--- src/rtl/spram_mem_ctrl.sv ---
// Load/store front-end for the 16K x 32 SPRAM: registers one B/H/W request,
// drives address/data/nibble strobes and returns extended load data.
module spram_mem_ctrl (
  input  logic        clk,
  input  logic        reset,
  input  logic        req_valid,
  output logic        req_ready,
  input  logic        req_we,
  input  logic [2:0]  req_funct3,
  input  logic [31:0] req_addr,
  input  logic [31:0] req_wdata,
  output logic        resp_valid,
  output logic        resp_err,
  output logic [31:0] resp_rdata,
  output logic [13:0] ram_addr,
  output logic [31:0] ram_data_in,
  output logic [7:0]  ram_wren,
  input  logic [31:0] ram_data_out
);

  localparam logic [1:0] IDLE   = 2'd0;
  localparam logic [1:0] ACCESS = 2'd1;
  localparam logic [1:0] RDWAIT = 2'd2;
  localparam logic [1:0] DONE   = 2'd3;

  localparam logic [2:0] F_B  = 3'b000;
  localparam logic [2:0] F_H  = 3'b001;
  localparam logic [2:0] F_W  = 3'b010;
  localparam logic [2:0] F_BU = 3'b100;
  localparam logic [2:0] F_HU = 3'b101;

  logic [1:0]  state;
  logic        we_q;
  logic        err_q;
  logic [2:0]  f3_q;
  logic [15:0] addr_q;
  logic [31:0] wdata_q;

  logic        f3_bad;
  logic        misal;
  logic        req_err;
  logic [7:0]  wmask;
  logic [7:0]  bsel;
  logic [15:0] hsel;
  logic [31:0] load_val;

  // Unsigned widths are loads only; anything outside the five codes is illegal.
  always_comb begin
    f3_bad = 1'b0;
    misal  = 1'b0;
    case (req_funct3)
      F_B:  f3_bad = 1'b0;
      F_H:  misal  = req_addr[0];
      F_W:  misal  = |req_addr[1:0];
      F_BU: f3_bad = req_we;
      F_HU: begin
        f3_bad = req_we;
        misal  = req_addr[0];
      end
      default: f3_bad = 1'b1;
    endcase
    req_err = (|req_addr[31:16]) | f3_bad | misal;
  end

  assign req_ready  = (state == IDLE);
  assign resp_valid = (state == DONE) & ~reset;
  assign ram_addr   = addr_q[15:2];

  always_comb begin
    wmask       = 8'hFF;
    ram_data_in = wdata_q;
    case (f3_q[1:0])
      2'b00: begin
        wmask       = 8'h03 << {addr_q[1:0], 1'b0};
        ram_data_in = {4{wdata_q[7:0]}};
      end
      2'b01: begin
        wmask       = 8'h0F << {addr_q[1], 2'b00};
        ram_data_in = {2{wdata_q[15:0]}};
      end
      default: begin
        wmask       = 8'hFF;
        ram_data_in = wdata_q;
      end
    endcase
  end

  // Reset gates the strobe combinationally so a write in flight is dropped.
  assign ram_wren = (state == ACCESS && we_q && !err_q && !reset) ? wmask : 8'h00;

  always_comb begin
    bsel = ram_data_out[{addr_q[1:0], 3'b000} +: 8];
    hsel = ram_data_out[{addr_q[1], 4'b0000} +: 16];
    case (f3_q)
      F_B:     load_val = {{24{bsel[7]}}, bsel};
      F_H:     load_val = {{16{hsel[15]}}, hsel};
      F_BU:    load_val = {24'h0, bsel};
      F_HU:    load_val = {16'h0, hsel};
      default: load_val = ram_data_out;
    endcase
  end

  always_ff @(posedge clk) begin
    if (reset) begin
      state      <= IDLE;
      we_q       <= 1'b0;
      err_q      <= 1'b0;
      f3_q       <= 3'b000;
      addr_q     <= 16'h0;
      wdata_q    <= 32'h0;
      resp_err   <= 1'b0;
      resp_rdata <= 32'h0;
    end else begin
      case (state)
        IDLE: begin
          if (req_valid) begin
            we_q    <= req_we;
            f3_q    <= req_funct3;
            addr_q  <= req_addr[15:0];
            wdata_q <= req_wdata;
            err_q   <= req_err;
            state   <= ACCESS;
          end
        end
        ACCESS: begin
          if (err_q || we_q) begin
            resp_err   <= err_q;
            resp_rdata <= 32'h0;
            state      <= DONE;
          end else begin
            state <= RDWAIT;
          end
        end
        RDWAIT: begin
          resp_err   <= 1'b0;
          resp_rdata <= load_val;
          state      <= DONE;
        end
        default: state <= IDLE;
      endcase
    end
  end

endmodule

--- config.mk ---
export PLATFORM = sky130hd
export DESIGN_NAME = spram_mem_ctrl
export DESIGN_NICKNAME = d
export VERILOG_FILES = /design/src/rtl/spram_mem_ctrl.sv
export SDC_FILE = /design/constraint.sdc
export NUM_CORES = 1
export LEC_CHECK = 0
export CAP_MARGIN = 10
export CORE_MARGIN = 1.5
export CORE_UTILIZATION = 43
export DETAILED_ROUTE_END_ITERATION = 8
export GPL_TIMING_DRIVEN = 0
export PLACE_DENSITY = 0.85
export SYNTH_ARGS = -nofsm -noshare
export SYNTH_HDL_FRONTEND = slang
export SYNTH_SLANG_ARGS = --single-unit
--- constraint.sdc ---
create_clock -name clk -period 2.39 [get_ports clk]
set_input_delay 0.3585 -clock clk [delete_from_list [all_inputs] [get_ports clk]]
set_output_delay 0.3585 -clock clk [all_outputs]
set_load 0.01 [all_outputs]
### After elaboration in Yosys (flattened, before gate mapping)

Index checks and enable logic that the tools add are counted.

* muxes and demuxes: 13
* reduce and logical (&&, ||, !) cells: 18
* eq/ne operators: 13
* shift-type cells: 4
* bitwise logic cells: 4

Operators by type and width (count)
* 32-bit case mux with 2 select lines: 2
* 32-bit case mux with 4 select lines: 1
* 32-bit two-way mux: 1
* 32-bit by 6-bit variable part select with 16-bit output: 1
* 32-bit by 6-bit variable part select with 8-bit output: 1
* 8-bit case mux with 2 select lines: 1
* 16-bit OR reduction: 1
* 3-bit == test (second input constant): 4
* 8-bit two-way mux: 1
* 2-bit by 3-bit << shifter with 8-bit output (first input constant): 1
* 4-bit by 3-bit << shifter with 8-bit output (first input constant): 1
* 3-bit by 1-bit == test with 1-bit output (second input constant): 2
* 3-bit logical NOT: 2
* 1-bit case mux with 2 select lines: 3
* 2-bit case mux with 3 select lines: 1
* 2-bit OR reduction: 3
* 2-bit by 1-bit == test with 1-bit output (second input constant): 2
* 2-bit == test (second input constant): 2
* 2-bit logical NOT: 2
* 2-bit AND reduction: 2
* 3-bit by 2-bit == test with 1-bit output (second input constant): 1
* 1-bit logical AND: 3
* 3-bit OR reduction: 1
* 1-bit logical NOT: 2
* 9 further kinds: 11

* register bits after elaboration: 88
* input bits: 103
* output and inout port bits: 89

### Longest topological paths before layout

Gate-level depths: netlist of run 1.

* word-level depth: 5
* mapped depth: 7
* mapped depth without buffers: 6

### Least setup slack after synthesis of run 1

OpenSTA, ideal clock, no wires.

* path kind: reg2out
* from: register f3_q[1]
* to: output ram_wren[5]
* slack: 0.425 ns
* stages on the path, launching flop included: 7
* arrival: 1.606 ns
* buffers on the path: 4
* path through: dfxtp_1 > clkbuf_1 > clkbuf_1 > clkbuf_1 > a21oi_1 > nor2_1 > buf_4

* longest elaborated chain between the ends: 3

RTL lines
* start: declaration: line 35 `logic [2:0] f3_q;`
* start signal: assignment: line 118 `f3_q <= req_funct3;`
* 2-bit by 1-bit == test with 1-bit output or 2-bit logical NOT (tied branches): line 72 `case (f3_q[1:0])`
* 8-bit case mux with 2 select lines (*): line 72
* 8-bit two-way mux (*): line 89 `assign ram_wren = (state == ACCESS && we_q && !err_q && !reset) ? wmask : 8'h00;`
* end: declaration: line 17 `output logic [7:0] ram_wren,`

Mark *: on every way between the ends. The rest lies on a longest branch, timed or not.

### Final worst setup path of run 1

* from: register f3_q[0]
* to: output ram_data_in[14]

* longest elaborated chain between the ends: 2

RTL lines
* 2-bit by 1-bit == test with 1-bit output or 2-bit logical NOT (tied branches): line 72
* 32-bit case mux with 2 select lines (*): line 72
* end: declaration: line 16 `output logic [31:0] ram_data_in,`

Marks and branches as above.

==> results of run 1 <==
[worst min-delay path by stage]
stage                                          end
final                       addr_q[4]$_SDFFE_PP0P_
after global routing      wdata_q[18]$_SDFFE_PP0P_
after CTS                 wdata_q[17]$_SDFFE_PP0P_
after detailed placement  wdata_q[17]$_SDFFE_PP0P_
after global placement    wdata_q[16]$_SDFFE_PP0P_
after floorplan           wdata_q[16]$_SDFFE_PP0P_
[final cells by class]
cell class | instances | share of cell area, %
clock inverters | 6 | 0.9863
well taps | 133 | 2.429
inverters | 19 | 1.096
multi-input cells | 356 | 32.75
flip-flops and latches | 88 | 25.81
repair buffers | 198 | 28.75
plain buffers | 64 | 6.174
clock buffers | 10 | 2.009
[critical path, delay by kind of cell, from the launching register on]
family / cells / cell delay [ps]
buf+inv: 2 / 640
simple gates: 1 / 270
mux: 1 / 380
flops: 1 / 320
[registers in the layout, indices dropped and copies added (netlist names)]
signal      flops
state           2
f3_q            3
wdata_q        32
resp_rdata     32
resp_err        1
err_q           1
addr_q         16
we_q            1
[what timing repair did]
| item | 4_1_cts | 5_1_grt |
|---|---|---|
| buffers inserted | 3 | 5 |
| setup endpoints to repair | 32 | 21 |
| gates resized for setup | 35 | 14 |
| pin swaps | 2 | 1 |
| hold buffers | 0 | 0 |
[cell usage after synthesis, types with 2 or more instances]
library cell / n / area, um^2
a21oi_1: 81 / 405.4
a221o_1: 12 / 120.1
a221o_2: 5 / 56.30
a22o_1: 14 / 122.6
a32oi_1: 7 / 61.31
and2b_1: 2 / 15.01
buf_1: 3 / 11.26
buf_2: 8 / 40.04
buf_4: 26 / 195.2
buf_6: 3 / 33.78
clkbuf_1: 27 / 101.4
dfxtp_1: 88 / 1762
ha_1: 5 / 62.56
inv_1: 19 / 71.32
mux2_2: 24 / 270.3
mux2_4: 2 / 30.03
mux2i_1: 11 / 110.1
nand2_1: 127 / 476.7
nor2_1: 11 / 41.29
nor2b_1: 3 / 18.77
nor4_1: 4 / 25.02
o211ai_1: 2 / 15.01
o21ai_0: 21 / 105.1
o22ai_1: 7 / 43.79
or3b_1: 2 / 17.52
[power groups by stage]
stage / Sequential [W] / Combinational [W] / Clock, W
after floorplan: 0.00200 / 0.00143 / 0
after global placement: 0.00199 / 0.00252 / 0
after detailed placement: 0.00201 / 0.00259 / 0
after CTS: 0.00200 / 0.00268 / 0.00108
after global routing: 0.00205 / 0.00296 / 0.00113
final: 0.00200 / 0.00273 / 0.00108
[metal layers]
metal	track usage [%]	routed length, um	vias up
met5	0	0	-
met4	12.10	430	0
met3	8.208	1354	36
met2	47.49	7260	219
met1	30.78	5880	2191
li1	-	-	2232
[cell families after synthesis]
group,after synthesis
and+or+nand+nor,160
AOI/OAI and AO/OA,154
DFF,88
buffers and inverters,86
muxes,37
adders and majority gates,5
[per-stage QoR]
step	total power (W)	hold WS [ps]	setup TNS, ps	worst slack, ps	instance area, um^2
after CTS	0.005754	459.0	-28.20	-28.20	6779
after global routing	0.006135	479.6	0	0.1728	6850
after detailed placement	0.004599	448.2	-5012	-433.9	6449
after floorplan	0.003429	432.9	0	425.5	4380
after global placement	0.004511	440.4	-3980	-373.3	6449
final	0.005810	460.6	0	66.96	6850
==> metrics, run 1 <==
# setup viols final=0; most frequent cells in the layout=clkdlybuf4s50_1, nand2_1, dfxtp_1, a21oi_1, buf_4; Switch Pwr=between 0.002 and 0.0025 W; initial antenna violation count=0; drt total wl=~15 mm; Worst Path Required=a little over 2000 ps; ys async rst share=0%; CP Cell Sequence=buf_6 -> nor2_4 -> mux2_2 -> clkdlybuf4s50_1; Most used DFF post-synth=dfxtp_1; Initial Util=44.61%; RR Endpoint=resp_rdata[22]$_SDFFE_PP0P_; GPL Wtd Cong=approximately 0.86; CTS Buf Count=9; crit path time final=around 2300 ps; Post-Synth XOR/XNOR Area=0%; synthesis-stage register bit count=between 80 and 90; Layout Nets=844; VDD IR max=a little over 500 uV; DR DRC count=0; Finished Layout Cells=around 870; worst-margin pin slew=about 560 ps; via/cell ratio=between 5 and 6; CTS tree=built; post-DP HPWL=~11 mm; sinks on the clock net=slightly below 90; Seq/Total Area, Yosys=about two fifths; # H-tree levels=3; multi-input logic area=between 0.002 and 0.0025 mm^2; Hold WC Path Type=register to register; min-delay src=addr_q[4]$_SDFFE_PP0P_; io pins=around 190; Synth cell types=41; leak pwr=approximately 2.7 nW; YS warnings=0; Chip Width=a little over 100 um; largest net degree at the start of global routing=16; All-Layer GR Usage=between 20% and 30%; Worst Skew=9.402 ps; Reg2Reg Launch Point=state[1]$_SDFFE_PP0P_; FF/Latch Area=roughly 0.0018 mm^2; Power Density=roughly 850 mW/mm^2; core area=roughly 0.0098 mm^2; Critical Path Source=f3_q[0]$_SDFFE_PP0P_; Via Count=4,678; first-pass GRT wire length=23.96 mm; Starting DRT DRC Count=201; Port Buffer Count=between 150 and 200; Synth Area in Compound Gates=about 23%; most common cell after layout, fill and taps aside=clkdlybuf4s50_1; reg2reg setup slack=approximately 360 ps; Maximum Capacitance Violations=0; kind of critical path=register to output port; Die H=roughly 100 um; clock insertion delay at the later pin of the skew report=between 300 and 400 ps; Gate power share=approximately 47%; mapped cell area=approximately 0.0044 mm^2; Post-Syn Nets=between 600 and 700; Net Sw Frac=~37%; drt wl/cell=17.08 um; DRT Pass-1 Iters=5; filler cell count=777; Sequential Power Share=approximately a third; Root Buffer=clkbuf_8; crit path launch type=register; share of post-route cells with drive strength above 1=about 16%; diode count=0; grt ovf=0; crit path capture type=output port; fin util=roughly 70%; Detail Route Antenna Nets=0; largest family of logic cells by synthesized area=compound AO/OA/AOI/OAI gates; Hold Path Cell Cnt=2; Area Overhead vs Synth=56.38%; period utilization=about 100%; post-synthesis simple-gate area fraction=15.74%; Post-synth EDFFs=0; Crit-path slowest cell=clkdlybuf4s50_1; Worst slew margin=between 60% and 70%; reg2reg path depth=7; placed cells=around 850; Die Area=around 0.011 mm^2; Synth Area in Adders=roughly 1.4%; Syn Area/Cell=approximately 8.3 um^2; Max Clock Freq=approximately 430 MHz; Mapped Cells=between 500 and 600; mux contribution to synthesized area=under 10%; Worst Path Max Fanout=9; final hold viol count=0; RSZ-0062 raised after global routing=yes; CP arrival=about 2000 ps; Clk pwr share=between 10% and 20%; deepest clock path buffer count=2; status=complete, no violations; Worst Setup EP=ram_data_in[14]; CP peak stage delay=between 500 and 600 ps; Worst-path clk slew=roughly 100 ps; Int Pwr=~0.0037 W; fin. max-slew vios=0; vias in the first global route=between 4,000 and 5,000; std cell rows=36
No activity file was read; power rests on OpenSTA's default activity.
==> run 2, diff against run 1 <==
--- a/config.mk
+++ b/config.mk
@@ -5,7 +5,7 @@
 export SDC_FILE = /design/constraint.sdc
 export NUM_CORES = 1
 export LEC_CHECK = 0
-export CAP_MARGIN = 10
+export CAP_MARGIN = 5
 export CORE_MARGIN = 1.5
 export CORE_UTILIZATION = 43
 export DETAILED_ROUTE_END_ITERATION = 8
==> results of run 2 <==
The final DEF is identical to that of run 1; final timing and power are the same.
==> run 3, diff against run 2 <==
--- a/config.mk
+++ b/config.mk
@@ -11,6 +11,7 @@
 export DETAILED_ROUTE_END_ITERATION = 8
 export GPL_TIMING_DRIVEN = 0
 export PLACE_DENSITY = 0.85
+export SKIP_CTS_REPAIR_TIMING = 1
 export SYNTH_ARGS = -nofsm -noshare
 export SYNTH_HDL_FRONTEND = slang
 export SYNTH_SLANG_ARGS = --single-unit
==> metrics, run 3 (synthesized netlist as in run 1, its figures left out) <==
Worst Path Max Fanout=12; RR Endpoint=resp_rdata[17]$_SDFFE_PP0P_; initial antenna violation count=0; most common cell after layout, fill and taps aside=clkdlybuf4s50_1; post-DP HPWL=about 11 mm; fin util=a little under 70%; largest net degree at the start of global routing=16; setup ws final=-4.861 ps; CTS tree=built; period utilization=100.2%; min-delay src=addr_q[4]$_SDFFE_PP0P_; crit path launch type=register; worst slack, placed=-433.9 ps; Worst Skew=7.738 ps; Worst slew margin=a little over three fifths; Reg2Reg Launch Point=state[1]$_SDFFE_PP0P_; reg2reg path depth=7; Finished Cell Area=about 0.0068 mm^2; met2 usage=approximately 47%; fin. max-slew vios=0; Die Area=between 0.01 and 0.015 mm^2; top flop regs=resp_rdata (32), wdata_q (32), addr_q (16); deepest clock path buffer count=2; FF/Latch Area=between 0.0015 and 0.002 mm^2; drt total wl=roughly 15 mm; Starting DRT DRC Count=around 180; Port Buffer Count=190; Crit-path slowest cell=clkdlybuf4s50_1; io pins=around 190; DR DRC count=0; DRT Pass-1 Iters=4; Int Pwr=about 0.0036 W; Gate power share=46.9%; final hold viol count=0; Via Count=~4,700; routing usage on met3=8.709%; Maximum Capacitance Violations=0; Area Overhead vs Synth=55.84%; core area=0.009819 mm^2; drt wl/cell=between 15 and 20 um; grt ovf=0; CTS Buf Count=9; via/cell ratio=roughly 5.4; Root Buffer=clkbuf_8; reg2reg setup slack=between 300 and 400 ps; kind of critical path=register to output port; share of post-route cells with drive strength above 1=around 15%; diode count=0; CP bufs+invs=4; leak pwr=between 2 and 3 nW; failing checks=negative setup slack; GRT busiest layer=met2; Worst Path Required=just over 2000 ps; Layout Nets=838; clock insertion delay at the later pin of the skew report=about 340 ps; Finished Layout Cells=just under 900; grt met1 use=a little under a third; filler cell count=around 790; GPL Wtd Cong=~0.86; vias in the first global route=roughly 4,900; multi-input logic area=0.002253 mm^2; crit path time final=~2400 ps; crit path capture type=output port; Net Sw Frac=37.13%; All-Layer GR Usage=27.00%; Switch Pwr=~0.0021 W; Sequential Power Share=approximately a third; # setup viols final=1; CP arrival=around 2000 ps; Max Clock Freq=417.6 MHz; std cell rows=36; first-pass GRT wire length=23.74 mm; Detail Route Antenna Nets=0; hold endpoint=addr_q[4]$_SDFFE_PP0P_; Power Density=~850 mW/mm^2; # H-tree levels=3; delay-heaviest family, CP=buffers and inverters; sinks on the clock net=slightly below 90; Hold Path Cell Cnt=2; placed cells=~850; status=finished, violations left; CP Cell Sequence=buf_2 -> clkinvlp_4 -> a21oi_4 -> nor2_2 -> buf_4 -> clkdlybuf4s50_1; worst-margin pin slew=approximately 560 ps; Hold WC Path Type=register to register; Die H=103.9 um; placed cell area=approximately 0.0064 mm^2; Chip Width=about 100 um; RSZ-0062 raised after global routing=yes; CP peak stage delay=470 ps; Worst-path clk slew=100 ps; Initial Util=between 40% and 50%; most frequent cells in the layout=clkdlybuf4s50_1, nand2_1, dfxtp_1, a21oi_1, buf_4; Clk pwr share=a little under a fifth; VDD IR max=503.6 uV
## run 3: changes by cell type in the layout (fill, tap and decap cells not counted), moves of 2 or more
cell,previous run,this run
dlygate4sd2_1,2,0
clkdlybuf4s50_1,182,179
clkbuf_8,12,10
dlymetal6s2s_1,5,10
a21oi_2,3,1
buf_4,36,31
a21oi_4,1,3
## run 3: layout make-up
class	instances	share of cell area (%)
Multi-Input combinational cell	356	33.01
Timing Repair Buffer	192	28.41
Sequential cell	88	25.90
Buffer	64	6.140
Tap cell	133	2.438
Clock buffer	10	2.016
Inverter	19	1.100
Clock inverter	6	0.9897
## run 3: worst register-to-register path, delay by kind of cell (launching register included)
family	cells	cell delay (ps)
AO/OA/AOI/OAI	2	590
adder cells (fa/ha/maj)	1	180
buffers and inverters	2	270
flip-flops	1	390
AND/OR/NAND/NOR	2	510
## run 3: stage by stage
step / hold WS (ps) / TNS (ps) / power [W]
6_report: 460.1 / -4.861 / 0.005785
5_1_grt: 479.6 / -126.3 / 0.006106
4_1_cts: 459.0 / -17520 / 0.005663
3_5_place_dp: 448.2 / -5012 / 0.004599
3_3_place_gp: 440.4 / -3980 / 0.004511
2_1_floorplan: 432.9 / 0 / 0.003429
## run 3: layer usage
layer / wire length (um) / vias to the layer above
met5: 0 / -
met4: 413 / 0
met3: 1320 / 32
met2: 7273 / 208
met1: 5856 / 2202
li1: - / 2216
## run 3: how the worst max path moves through the flow
stage | from | end | slack, ps | cells after the start
2_1_floorplan | f3_q[1]$_SDFFE_PP0P_ | ram_wren[5] | 430 | 6
3_3_place_gp | f3_q[1]$_SDFFE_PP0P_ | ram_wren[5] | -370 | 7
3_5_place_dp | f3_q[1]$_SDFFE_PP0P_ | ram_wren[5] | -430 | 7
4_1_cts | f3_q[1]$_SDFFE_PP0P_ | ram_wren[5] | -830 | 7
5_1_grt | addr_q[1]$_SDFFE_PP0P_ | ram_wren[1] | -80 | 6
6_report | addr_q[1]$_SDFFE_PP0P_ | ram_wren[1] | -5 | 6
## run 3: power groups by stage
stage / logic (W) / clock network [W] / registers (W)
global placement: 0.00252 / 0 / 0.00199
global route: 0.00293 / 0.00113 / 0.00205
floorplan: 0.00143 / 0 / 0.00200
detailed placement: 0.00259 / 0 / 0.00201
CTS: 0.00261 / 0.00108 / 0.00198
finish: 0.00271 / 0.00107 / 0.00201
